File: config.mk
export PLATFORM = sky130hd
export DESIGN_NAME = multicycle_core_flat
export DESIGN_NICKNAME = d
export VERILOG_FILES = /design/src/rtl/multicycle_core_if.sv /design/src/rtl/multicycle_core.sv /design/src/flat_wrapper.sv
export SDC_FILE = /design/constraint.sdc
export NUM_CORES = 1
export LEC_CHECK = 0
export CAP_MARGIN = 20
export CORE_ASPECT_RATIO = 1.25
export CORE_MARGIN = 8
export CORE_UTILIZATION = 55
export CTS_BUF_LIST = sky130_fd_sc_hd__clkbuf_16
export DETAILED_ROUTE_END_ITERATION = 8
export PLACE_DENSITY = 0.8
export SYNTH_ARGS = -nofsm -noshare
export SYNTH_HDL_FRONTEND = slang
export SYNTH_SLANG_ARGS = --single-unit
File: constraint.sdc
create_clock -name clk -period 9.05 [get_ports clk]
set_clock_uncertainty 0.05 [all_clocks]
set_input_delay 1.3575 -clock clk [delete_from_list [all_inputs] [get_ports clk]]
set_output_delay 1.3575 -clock clk [all_outputs]
set_load 0.02 [all_outputs]
File: src/rtl/multicycle_core_if.sv
// Instruction- and data-memory request/acknowledge bus of the multicycle core.
// The core is the master; memories (or a testbench) are the slave.
interface multicycle_core_if #(
    parameter int PC_W    = 8,
    parameter int DATA_W  = 8,
    parameter int DADDR_W = 7
);
    logic               imemReq;
    logic [PC_W-1:0]    imemAddr;
    logic               imemAck;
    logic [15:0]        imemData;
    logic               dmemReq;
    logic               dmemWe;
    logic [DADDR_W-1:0] dmemAddr;
    logic [DATA_W-1:0]  dmemWrData;
    logic [DATA_W-1:0]  dmemRdData;
    logic               dmemAck;

    modport master (
        output imemReq, imemAddr, dmemReq, dmemWe, dmemAddr, dmemWrData,
        input  imemAck, imemData, dmemRdData, dmemAck
    );
    modport slave (
        input  imemReq, imemAddr, dmemReq, dmemWe, dmemAddr, dmemWrData,
        output imemAck, imemData, dmemRdData, dmemAck
    );
endinterface

File: src/rtl/multicycle_core.sv
// Multicycle 16-bit-instruction core: FETCH/DECODE/EXEC/MEM/WB over req/ack memories.
// Optional HEPH_MUL_EN adds op 7 MUL (low half to rC, high half to rC+1 via WB).
module multicycle_core #(
    parameter int DATA_W  = 8,
    parameter int PC_W    = 8,
    parameter int DADDR_W = 7
) (
    input  logic              clk,
    input  logic              resetN,
    input  logic              run,
    multicycle_core_if.master bus,
    output logic [PC_W-1:0]   pc,
    output logic [3:0]        sreg,
    output logic              halted
);
    typedef enum logic [2:0] {IDLE, FETCH, DECODE, EXEC, MEM, WB, HALTED} state_t;

    localparam logic [3:0] OP_ADD  = 4'h0;
    localparam logic [3:0] OP_SUB  = 4'h1;
    localparam logic [3:0] OP_AND  = 4'h2;
    localparam logic [3:0] OP_OR   = 4'h3;
    localparam logic [3:0] OP_XOR  = 4'h4;
    localparam logic [3:0] OP_SHL  = 4'h5;
    localparam logic [3:0] OP_SHR  = 4'h6;
    localparam logic [3:0] OP_LDI  = 4'h8;
    localparam logic [3:0] OP_LD   = 4'h9;
    localparam logic [3:0] OP_ST   = 4'hA;
    localparam logic [3:0] OP_BR   = 4'hB;
    localparam logic [3:0] OP_HALT = 4'hC;
`ifdef HEPH_MUL_EN
    localparam logic [3:0] OP_MUL  = 4'h7;
`endif

    state_t              state;
    logic [15:0]         ir;
    logic [DATA_W-1:0]   gpr [8];
    logic [DATA_W-1:0]   opA, opB, wbData;
    logic [2:0]          wbReg;
    logic                runArmed;
    logic                imemReqQ, dmemReqQ, dmemWeQ;
    logic [PC_W-1:0]     imemAddrQ;
    logic [DADDR_W-1:0]  dmemAddrQ;
    logic [DATA_W-1:0]   dmemWrDataQ;

    assign bus.imemReq    = imemReqQ;
    assign bus.imemAddr   = imemAddrQ;
    assign bus.dmemReq    = dmemReqQ;
    assign bus.dmemWe     = dmemWeQ;
    assign bus.dmemAddr   = dmemAddrQ;
    assign bus.dmemWrData = dmemWrDataQ;

    logic [3:0] op;
    logic [2:0] rA, rB, rC;
    assign op = ir[15:12];
    assign rA = ir[11:9];
    assign rB = ir[8:6];
    assign rC = ir[5:3];

    logic [PC_W-1:0] brTarget;
    logic            brTaken;
    assign brTarget = PC_W'(ir[7:0]);

    // sreg = {V,N,C,Z}
    always_comb begin
        brTaken = 1'b0;
        case (rA)
            3'd0: brTaken = 1'b1;
            3'd1: brTaken = sreg[0];
            3'd2: brTaken = !sreg[0];
            3'd3: brTaken = sreg[1];
            3'd4: brTaken = !sreg[1];
            3'd5: brTaken = sreg[2];
            3'd6: brTaken = !sreg[2];
            default: brTaken = sreg[3];
        endcase
    end

    // One extra bit on the ALU result carries carry/borrow/shifted-out bit.
    logic [DATA_W:0]   aluWide;
    logic [DATA_W-1:0] aluRes;
    logic              aluV;
    logic [3:0]        aluFlags;
    always_comb begin
        aluWide = '0;
        aluV    = 1'b0;
        case (op)
            OP_ADD: aluWide = {1'b0, opA} + {1'b0, opB};
            OP_SUB: aluWide = {1'b0, opA} - {1'b0, opB};
            OP_AND: aluWide = {1'b0, opA & opB};
            OP_OR:  aluWide = {1'b0, opA | opB};
            OP_XOR: aluWide = {1'b0, opA ^ opB};
            OP_SHL: aluWide = {opA, 1'b0};
            OP_SHR: aluWide = {opA[0], 1'b0, opA[DATA_W-1:1]};
            default: aluWide = '0;
        endcase
        aluRes = aluWide[DATA_W-1:0];
        if (op == OP_ADD)
            aluV = (opA[DATA_W-1] == opB[DATA_W-1]) && (aluRes[DATA_W-1] != opA[DATA_W-1]);
        else if (op == OP_SUB)
            aluV = (opA[DATA_W-1] != opB[DATA_W-1]) && (aluRes[DATA_W-1] != opA[DATA_W-1]);
        aluFlags = {aluV, aluRes[DATA_W-1], aluWide[DATA_W], aluRes == '0};
    end

`ifdef HEPH_MUL_EN
    logic [2*DATA_W-1:0] prod;
    logic [3:0]          mulFlags;
    assign prod     = opA * opB;
    assign mulFlags = {1'b0, prod[2*DATA_W-1], prod[2*DATA_W-1:DATA_W] != '0, prod == '0};
`endif

    always_ff @(posedge clk or negedge resetN) begin
        if (!resetN) begin
            state       <= IDLE;
            pc          <= '0;
            sreg        <= '0;
            halted      <= 1'b0;
            ir          <= '0;
            opA         <= '0;
            opB         <= '0;
            wbReg       <= '0;
            wbData      <= '0;
            runArmed    <= 1'b0;
            imemReqQ    <= 1'b0;
            imemAddrQ   <= '0;
            dmemReqQ    <= 1'b0;
            dmemWeQ     <= 1'b0;
            dmemAddrQ   <= '0;
            dmemWrDataQ <= '0;
            for (int i = 0; i < 8; i++) gpr[i] <= '0;
        end else begin
            case (state)
                IDLE: if (run) begin
                    state     <= FETCH;
                    imemReqQ  <= 1'b1;
                    imemAddrQ <= pc;
                end
                FETCH: if (bus.imemAck) begin
                    ir       <= bus.imemData;
                    pc       <= pc + PC_W'(1);
                    imemReqQ <= 1'b0;
                    state    <= DECODE;
                end
                DECODE: begin
                    opA <= gpr[rA];
                    opB <= gpr[rB];
                    case (op)
                        OP_BR: begin
                            state    <= FETCH;
                            imemReqQ <= 1'b1;
                            if (brTaken) begin
                                pc        <= brTarget;
                                imemAddrQ <= brTarget;
                            end else begin
                                imemAddrQ <= pc;
                            end
                        end
                        OP_HALT: begin
                            state    <= HALTED;
                            halted   <= 1'b1;
                            runArmed <= 1'b0;
                        end
                        OP_LD, OP_ST: begin
                            state     <= MEM;
                            dmemReqQ  <= 1'b1;
                            dmemWeQ   <= (op == OP_ST);
                            dmemAddrQ <= gpr[rB][DADDR_W-1:0];
                            if (op == OP_ST) dmemWrDataQ <= gpr[rA];
                        end
                        default: state <= EXEC;
                    endcase
                end
                EXEC: begin
                    state     <= FETCH;
                    imemReqQ  <= 1'b1;
                    imemAddrQ <= pc;
                    case (op)
                        OP_ADD, OP_SUB, OP_AND, OP_OR, OP_XOR, OP_SHL, OP_SHR: begin
                            gpr[rC] <= aluRes;
                            sreg    <= aluFlags;
                        end
                        OP_LDI: gpr[rA] <= DATA_W'(ir[7:0]);
`ifdef HEPH_MUL_EN
                        // High half goes out through WB so the register file keeps one write port.
                        OP_MUL: begin
                            gpr[rC]  <= prod[DATA_W-1:0];
                            sreg     <= mulFlags;
                            wbReg    <= rC + 3'd1;
                            wbData   <= prod[2*DATA_W-1:DATA_W];
                            state    <= WB;
                            imemReqQ <= 1'b0;
                        end
`endif
                        default: ;
                    endcase
                end
                MEM: if (bus.dmemAck) begin
                    dmemReqQ <= 1'b0;
                    dmemWeQ  <= 1'b0;
                    if (dmemWeQ) begin
                        state     <= FETCH;
                        imemReqQ  <= 1'b1;
                        imemAddrQ <= pc;
                    end else begin
                        state  <= WB;
                        wbReg  <= rA;
                        wbData <= bus.dmemRdData;
                    end
                end
                WB: begin
                    gpr[wbReg] <= wbData;
                    state      <= FETCH;
                    imemReqQ   <= 1'b1;
                    imemAddrQ  <= pc;
                end
                HALTED: begin
                    // Resume only on a fresh rising run, not on a run level held through HALT.
                    if (!run) begin
                        runArmed <= 1'b1;
                    end else if (runArmed) begin
                        state     <= FETCH;
                        halted    <= 1'b0;
                        imemReqQ  <= 1'b1;
                        imemAddrQ <= pc;
                    end
                end
                default: state <= IDLE;
            endcase
        end
    end
endmodule

File: src/flat_wrapper.sv
// flat-port wrapper written by rule: the top's interface ports become plain ports
module multicycle_core_flat 
#(
    parameter int DATA_W  = 8,
    parameter int PC_W    = 8,
    parameter int DADDR_W = 7
)
  (clk, resetN, run, pc, sreg, halted, bus_imemReq, bus_imemAddr, bus_dmemReq, bus_dmemWe, bus_dmemAddr, bus_dmemWrData, bus_imemAck, bus_imemData, bus_dmemRdData, bus_dmemAck);
  multicycle_core_if #(.PC_W(PC_W), .DATA_W(DATA_W), .DADDR_W(DADDR_W)) bus_i ();
  input  logic clk;
  input  logic resetN;
  input  logic run;
  output logic [PC_W-1:0] pc;
  output logic [3:0] sreg;
  output logic halted;
  output wire logic [$bits(bus_i.imemReq)-1:0] bus_imemReq;
  output wire logic [$bits(bus_i.imemAddr)-1:0] bus_imemAddr;
  output wire logic [$bits(bus_i.dmemReq)-1:0] bus_dmemReq;
  output wire logic [$bits(bus_i.dmemWe)-1:0] bus_dmemWe;
  output wire logic [$bits(bus_i.dmemAddr)-1:0] bus_dmemAddr;
  output wire logic [$bits(bus_i.dmemWrData)-1:0] bus_dmemWrData;
  input wire logic [$bits(bus_i.imemAck)-1:0] bus_imemAck;
  input wire logic [$bits(bus_i.imemData)-1:0] bus_imemData;
  input wire logic [$bits(bus_i.dmemRdData)-1:0] bus_dmemRdData;
  input wire logic [$bits(bus_i.dmemAck)-1:0] bus_dmemAck;
  assign bus_imemReq = bus_i.imemReq;
  assign bus_imemAddr = bus_i.imemAddr;
  assign bus_dmemReq = bus_i.dmemReq;
  assign bus_dmemWe = bus_i.dmemWe;
  assign bus_dmemAddr = bus_i.dmemAddr;
  assign bus_dmemWrData = bus_i.dmemWrData;
  assign bus_i.imemAck = bus_imemAck;
  assign bus_i.imemData = bus_imemData;
  assign bus_i.dmemRdData = bus_dmemRdData;
  assign bus_i.dmemAck = bus_dmemAck;
  multicycle_core #(.DATA_W(DATA_W), .PC_W(PC_W), .DADDR_W(DADDR_W)) u_core (.clk(clk), .resetN(resetN), .run(run), .bus(bus_i), .pc(pc), .sreg(sreg), .halted(halted));
endmodule
* After elaboration in Yosys (flattened, before gate mapping)
Index checks and enable logic that the tools add are counted.
** Cells by class
- Add/sub/neg operators :: 3
- Order comparisons :: 7
- Eq/ne operators :: 37
- Muxes and demuxes :: 59
- Bitwise operators :: 8
- Reduce and logical (&&, ||, !) cells :: 34
** Operator list (count)
- $pmux 64 s2 :: 2
- $bwmux 64 :: 3
- $mux 8 :: 15
- $demux 8 s3 :: 3
- $pmux 9 s7 :: 1
- $bmux 8 s3 :: 2
- $pmux 8 s5 :: 1
- $eq 4x4->1 const B :: 5
- $eq 3x3->1 const B :: 6
- $mux 3 :: 6
- $pmux 3 s6 :: 1
- $mux 1 :: 17
- $ge 4x4->1 const B :: 4
- $not 3->4 :: 4
- $pmux 8 s2 :: 1
- $reduce_and 3->1 :: 5
- $ne 2x2->1 const B :: 7
- $eq 3x2->1 const B :: 4
- $eq 4x3->1 const B :: 3
- $lt 4x1->1 const B :: 3
- $add 8x8->9 :: 1
- $pmux 3 s3 :: 1
- $sub 8x8->9 :: 1
- $add 8x1->8 const B :: 1
- 29 further kinds :: 51
** Storage, ports and cells
- Bits in registers :: 150
- Bits of input ports :: 29
- Output and inout port bits :: 39
- Word-level logic and storage cells :: 172

* Logic depth before layout (Yosys ltp)
- Word-level depth :: 8
- Depth in mapped cells :: 13
- Mapped depth without buffers :: 12

* Worst setup path after synthesis
No wires, ideal clock.
- Path type :: register to register
- From :: register u_core.ir[12]
- To :: register u_core.sreg[0]
- Library setup time :: 121 ps
- Data arrival time :: 3411 ps
- Data required time :: 8879 ps
- Slack :: 5468 ps
- Stages on the path, launching flop included :: 14
- Path buffers :: 2
- Period minus slack after synthesis :: 3582 ps
- Cell sequence :: dfrtp_1 -> buf_2 -> buf_1 -> nor2b_1 -> and2_1 -> nor2_1 -> xnor2_1 -> ha_1 -> nor2_1 -> a211oi_1 -> or4b_1 -> a311oi_1 -> nor3b_1 -> a22o_1
** On the way
- Word-level cells in the longest chain between the ends :: 3
- Elaborated cells on any way between the ends :: 11
- Those cells by class :: eq/ne (6); mux (1); reduce/logical (4)
** Ends and longest elaborated chain
- start: declaration :: RTL line multicycle_core.sv:35 : logic [15:0] ir;
- start signal: assignment :: RTL line multicycle_core.sv:138 : ir <= bus.imemData;
- $eq 4x3->1, or another cell as far along :: RTL line multicycle_core.sv:86, multicycle_core.sv:176
- $pmux 9 s7 or $reduce_or 7->1 (tied branches) :: RTL line multicycle_core.sv:86, multicycle_core.sv:176
- $logic_not 8->1 or $reduce_and 2->1 (tied branches)
- end signal: assignment :: RTL line multicycle_core.sv:179 : sreg <= aluFlags;
- end: declaration :: RTL line multicycle_core.sv:13 : output logic [3:0] sreg,
Parallel ways exist; a longest one is shown, timed or not.
A chain may end at the register's enable or synchronous reset.

* Worst setup path after layout
- From :: register u_core.ir[14]
- To :: register u_core.gpr[23] (netlist name)
** On the way
- Word-level cells in the longest chain between the ends :: 5
- Elaborated cells on any way between the ends :: 15
- Those cells by class :: eq/ne (8); mux (4); reduce/logical (3)
** Ends and longest elaborated chain
- $eq 4x3->1, or another cell as far along :: RTL line multicycle_core.sv:86, multicycle_core.sv:176
- $pmux 9 s7 :: RTL line multicycle_core.sv:86 : case (op)
- $bwmux 64 :: RTL line multicycle_core.sv:178 : gpr[rC] <= aluRes;
- $pmux 64 s2 :: RTL line multicycle_core.sv:176 : case (op)
- $pmux 64 s2 :: RTL line multicycle_core.sv:131 : case (state)
- end signal: indexed assignment :: RTL line multicycle_core.sv:178
- end signal: indexed assignment :: RTL line multicycle_core.sv:181 : OP_LDI: gpr[rA] <= DATA_W'(ir[7:0]);
- end signal: indexed assignment :: RTL line multicycle_core.sv:210 : gpr[wbReg] <= wbData;
- end: declaration :: RTL line multicycle_core.sv:36 : logic [DATA_W-1:0] gpr [8];
Parallel ways exist; a longest one is shown, timed or not.

==> flow_summary.json <==
{
  "hp-class": "register to register",
  "yosysUniqueCellTypes": 74,
  "grt_pass1_vias": 8691,
  "cts_hold_buf": 0,
  "worstHoldStart": "u_core.bus.dmemAddr[2]$_DFFE_PN0P_",
  "post-route-period-util": 0.4370,
  "via_per_inst": 6.841,
  "cp-end-kind": "register",
  "die_y_um": 165.3,
  "rsz0062_at_grt": "false",
  "wl_per_cell_um": 23.89,
  "critPathMaxFanout": 21,
  "pin_count": 68,
  "routabilityCongestion": 1.022,
  "yosys.area.top_type_share": 0.3826,
  "grt_max_degree": 88,
  "n_antenna_cell": 0,
  "final_nets": 1112,
  "cts_inserted_buffers": 17,
  "pwr_density_cell_nw_per_um2": 336.1,
  "grt_pass1_wl_mm": 49.34,
  "cts.htree.levels": 4,
  "synth.avg_cell_area_um2": 9.573,
  "rows": 54,
  "cts_max_path_buffers": 2,
  "fin_crit_ns": 3.955,
  "dieArea_um2": 22400,
  "syn_area_um2": 9812,
  "gr-usage-all-layers": 0.2851,
  "cts.sinks": 150,
  "drt_wl_total_mm": 30.89,
  "overflow": 0,
  "seq_area_um2": 3754,
  "worst-r2r-setup-slack_ns": 5.10,
  "ant_nets": 0,
  "fin_area_um2": 11170,
  "finalHoldViolations": 0,
  "cp.arrival_ns": 4.22,
  "cp_data_required_time_ns": 9.31,
  "worstMarginPinSlew_ns": 1.016,
  "num_vias": 8845,
  "synth_area_leaders": "dfrtp_1, mux4_2, nand2_1",
  "multi_input_area_um2": 5624,
  "cap_violations": 0,
  "p_leak_nw": 4.551,
  "synth_seq_cells": 150,
  "postCtsResizedCells": 0,
  "synth_edf_count": 0,
  "start_util": 0.5607,
  "yosysTopAreaCell": "dfrtp_1",
  "max_freq_mhz": 252.9,
  "synth_nets": 1081,
  "ys_seq_area_frac": 0.3826,
  "worstSetupPathType": "register to register",
  "cts_tree": "yes",
  "syn_inst": 1025,
  "cts_setup_buffers": 0,
  "drv_slew": 0,
  "fin_tns_setup_ns": 0,
  "port_buffers": 67,
  "fillCellCount": 1412,
  "async_flop_share": 1.000,
  "die_w_um": 135.5,
  "synth-main-ff-cell": "dfrtp_1",
  "root_buffer": "clkbuf_16",
  "setup_viol": 0,
  "r2r-start": "u_core.ir[14]$_DFFE_PN0P_",
  "drtIter0Drc": 1167,
  "start_kind": "register",
  "drive_above_1_share": 0.1572,
  "dr.pass1.iters": 8,
  "layout_common_cells": "nand2_1, dfrtp_1, o21ai_0",
  "crit_start": "u_core.ir[14]$_DFFE_PN0P_",
  "antenna_found_initial": 0,
  "whs_ns": 0.4267,
  "slew_headroom": 0.3226,
  "area_delta_synth_final_pct": 13.84,
  "ir_drop_v": 0.0001606,
  "core_area_um2": 17500,
  "drc": 0,
  "clk_latency_ns": 0.43,
  "placed_cell_area_um2": 10600,
  "dp_hpwl_mm": 21.51,
  "status": "complete, no violations",
  "clk_pin_slew_ns": 0.06,
  "ys.warnings.count": 0
}
[sequential cells by signal, summed over array words and instances, names as in the netlist]
name / flops
u_core.bus.imemReq: 1
u_core.opA: 8
u_core.ir: 16
u_core.bus.dmemWe: 1
u_core.wbReg: 3
u_core.pc: 8
u_core.bus.dmemAddr: 7
u_core.wbData: 8
u_core.sreg: 4
u_core.bus.dmemWrData: 8
u_core.gpr: 64
u_core.runArmed: 1
u_core.state: 3
u_core.bus.dmemReq: 1
u_core.halted: 1
u_core.opB: 8
u_core.bus.imemAddr: 8
[stage by stage]
step                power (W)  setup slack [ns]  std cells    util
floorplan            0.002394             5.468       1025       -
global placement     0.002984             5.188       1259  0.6057
detailed placement   0.003016             5.121       1259  0.6057
CTS                  0.003704             5.053       1291  0.6376
global route         0.003953             4.846       1293  0.6383
finish               0.003754             5.095       1293  0.6383
[kinds of logic (layout without fill, tap and decap cells)]
logic type / count (synthesis) / after routing / synth area share
multiplexers: 114 / 114 / 0.1635
buffers and inverters: 106 / 150 / 0.04603
adder cells (fa/ha/maj): 27 / 27 / 0.03519
flip-flops: 150 / 150 / 0.3826
XOR/XNOR: 11 / 11 / 0.009820
AND/OR/NAND/NOR: 342 / 342 / 0.1665
AO/OA/AOI/OAI: 275 / 275 / 0.1964
[critical path: stages (launching register included)]
cell and delay, ns:
dfrtp_1 0.80, nor2_1 0.20, and2_1 0.25, a21o_1 0.17, xnor2_1 0.12, ha_1 0.29, inv_1 0.08, a211oi_1 0.48
o21ai_1 0.22, a211oi_2 0.65, o21ai_0 0.20, mux2_2 0.31
[synthesized netlist by cell type, types with 8 or more instances]
cell,instances
mux2i_1,32
nor3b_1,9
mux2_1,12
buf_1,13
nor2_1,67
mux2_2,38
inv_1,26
o2111ai_1,8
a311oi_1,9
dfrtp_1,150
o221ai_1,13
a31oi_1,9
nor3_1,11
o221a_2,24
nand3_1,21
nand2_1,150
mux4_2,32
nand3b_1,9
and2_1,12
o211ai_1,9
o21ai_0,86
nor2b_1,16
clkbuf_1,38
a222oi_1,8
o21ai_1,18
a21oi_1,28
a22oi_1,20
ha_1,26
buf_2,24
nand2b_1,9
xnor2_1,9
[where the power goes]
part	switching (W)	leakage, nW	internal (W)
clock network	0.000302	0.259	0.000379
logic	0.00117	2.31	0.000769
registers	0.000289	1.99	0.000849
[metal layers]
layer | routed length [um] | share of wire | GRT usage
met2 | 14930 | 0.48 | 0.4602
met5 | 0 | 0 | 0
met3 | 2871 | 0.093 | 0.06053
met4 | 1451 | 0.047 | 0.1431
met1 | 11640 | 0.38 | 0.3562
[path summary, 6_finish.rpt]
check / to / cells past startpoint
min reg2reg: u_core.bus.dmemAddr[2]$_DFFE_PN0P_ / 2
max reg2reg: u_core.gpr[23]$_DFFE_PN0P_ / 11
min: u_core.bus.dmemAddr[2]$_DFFE_PN0P_ / 2
min in group asynchronous: u_core.gpr[43]$_DFFE_PN0P_ / 1
max: u_core.gpr[23]$_DFFE_PN0P_ / 11
max in group asynchronous: u_core.wbData[1]$_DFFE_PN0P_ / 2
[area by class of cell]
class | instances | area share
Multi-Input combinational cell | 769 | 0.5035
Clock buffer | 17 | 0.03809
Sequential cell | 150 | 0.3361
Inverter | 26 | 0.008738
Clock inverter | 15 | 0.01176
Timing Repair Buffer | 92 | 0.07673
Tap cell | 224 | 0.02509
Power figures use the tool's default switching activity.
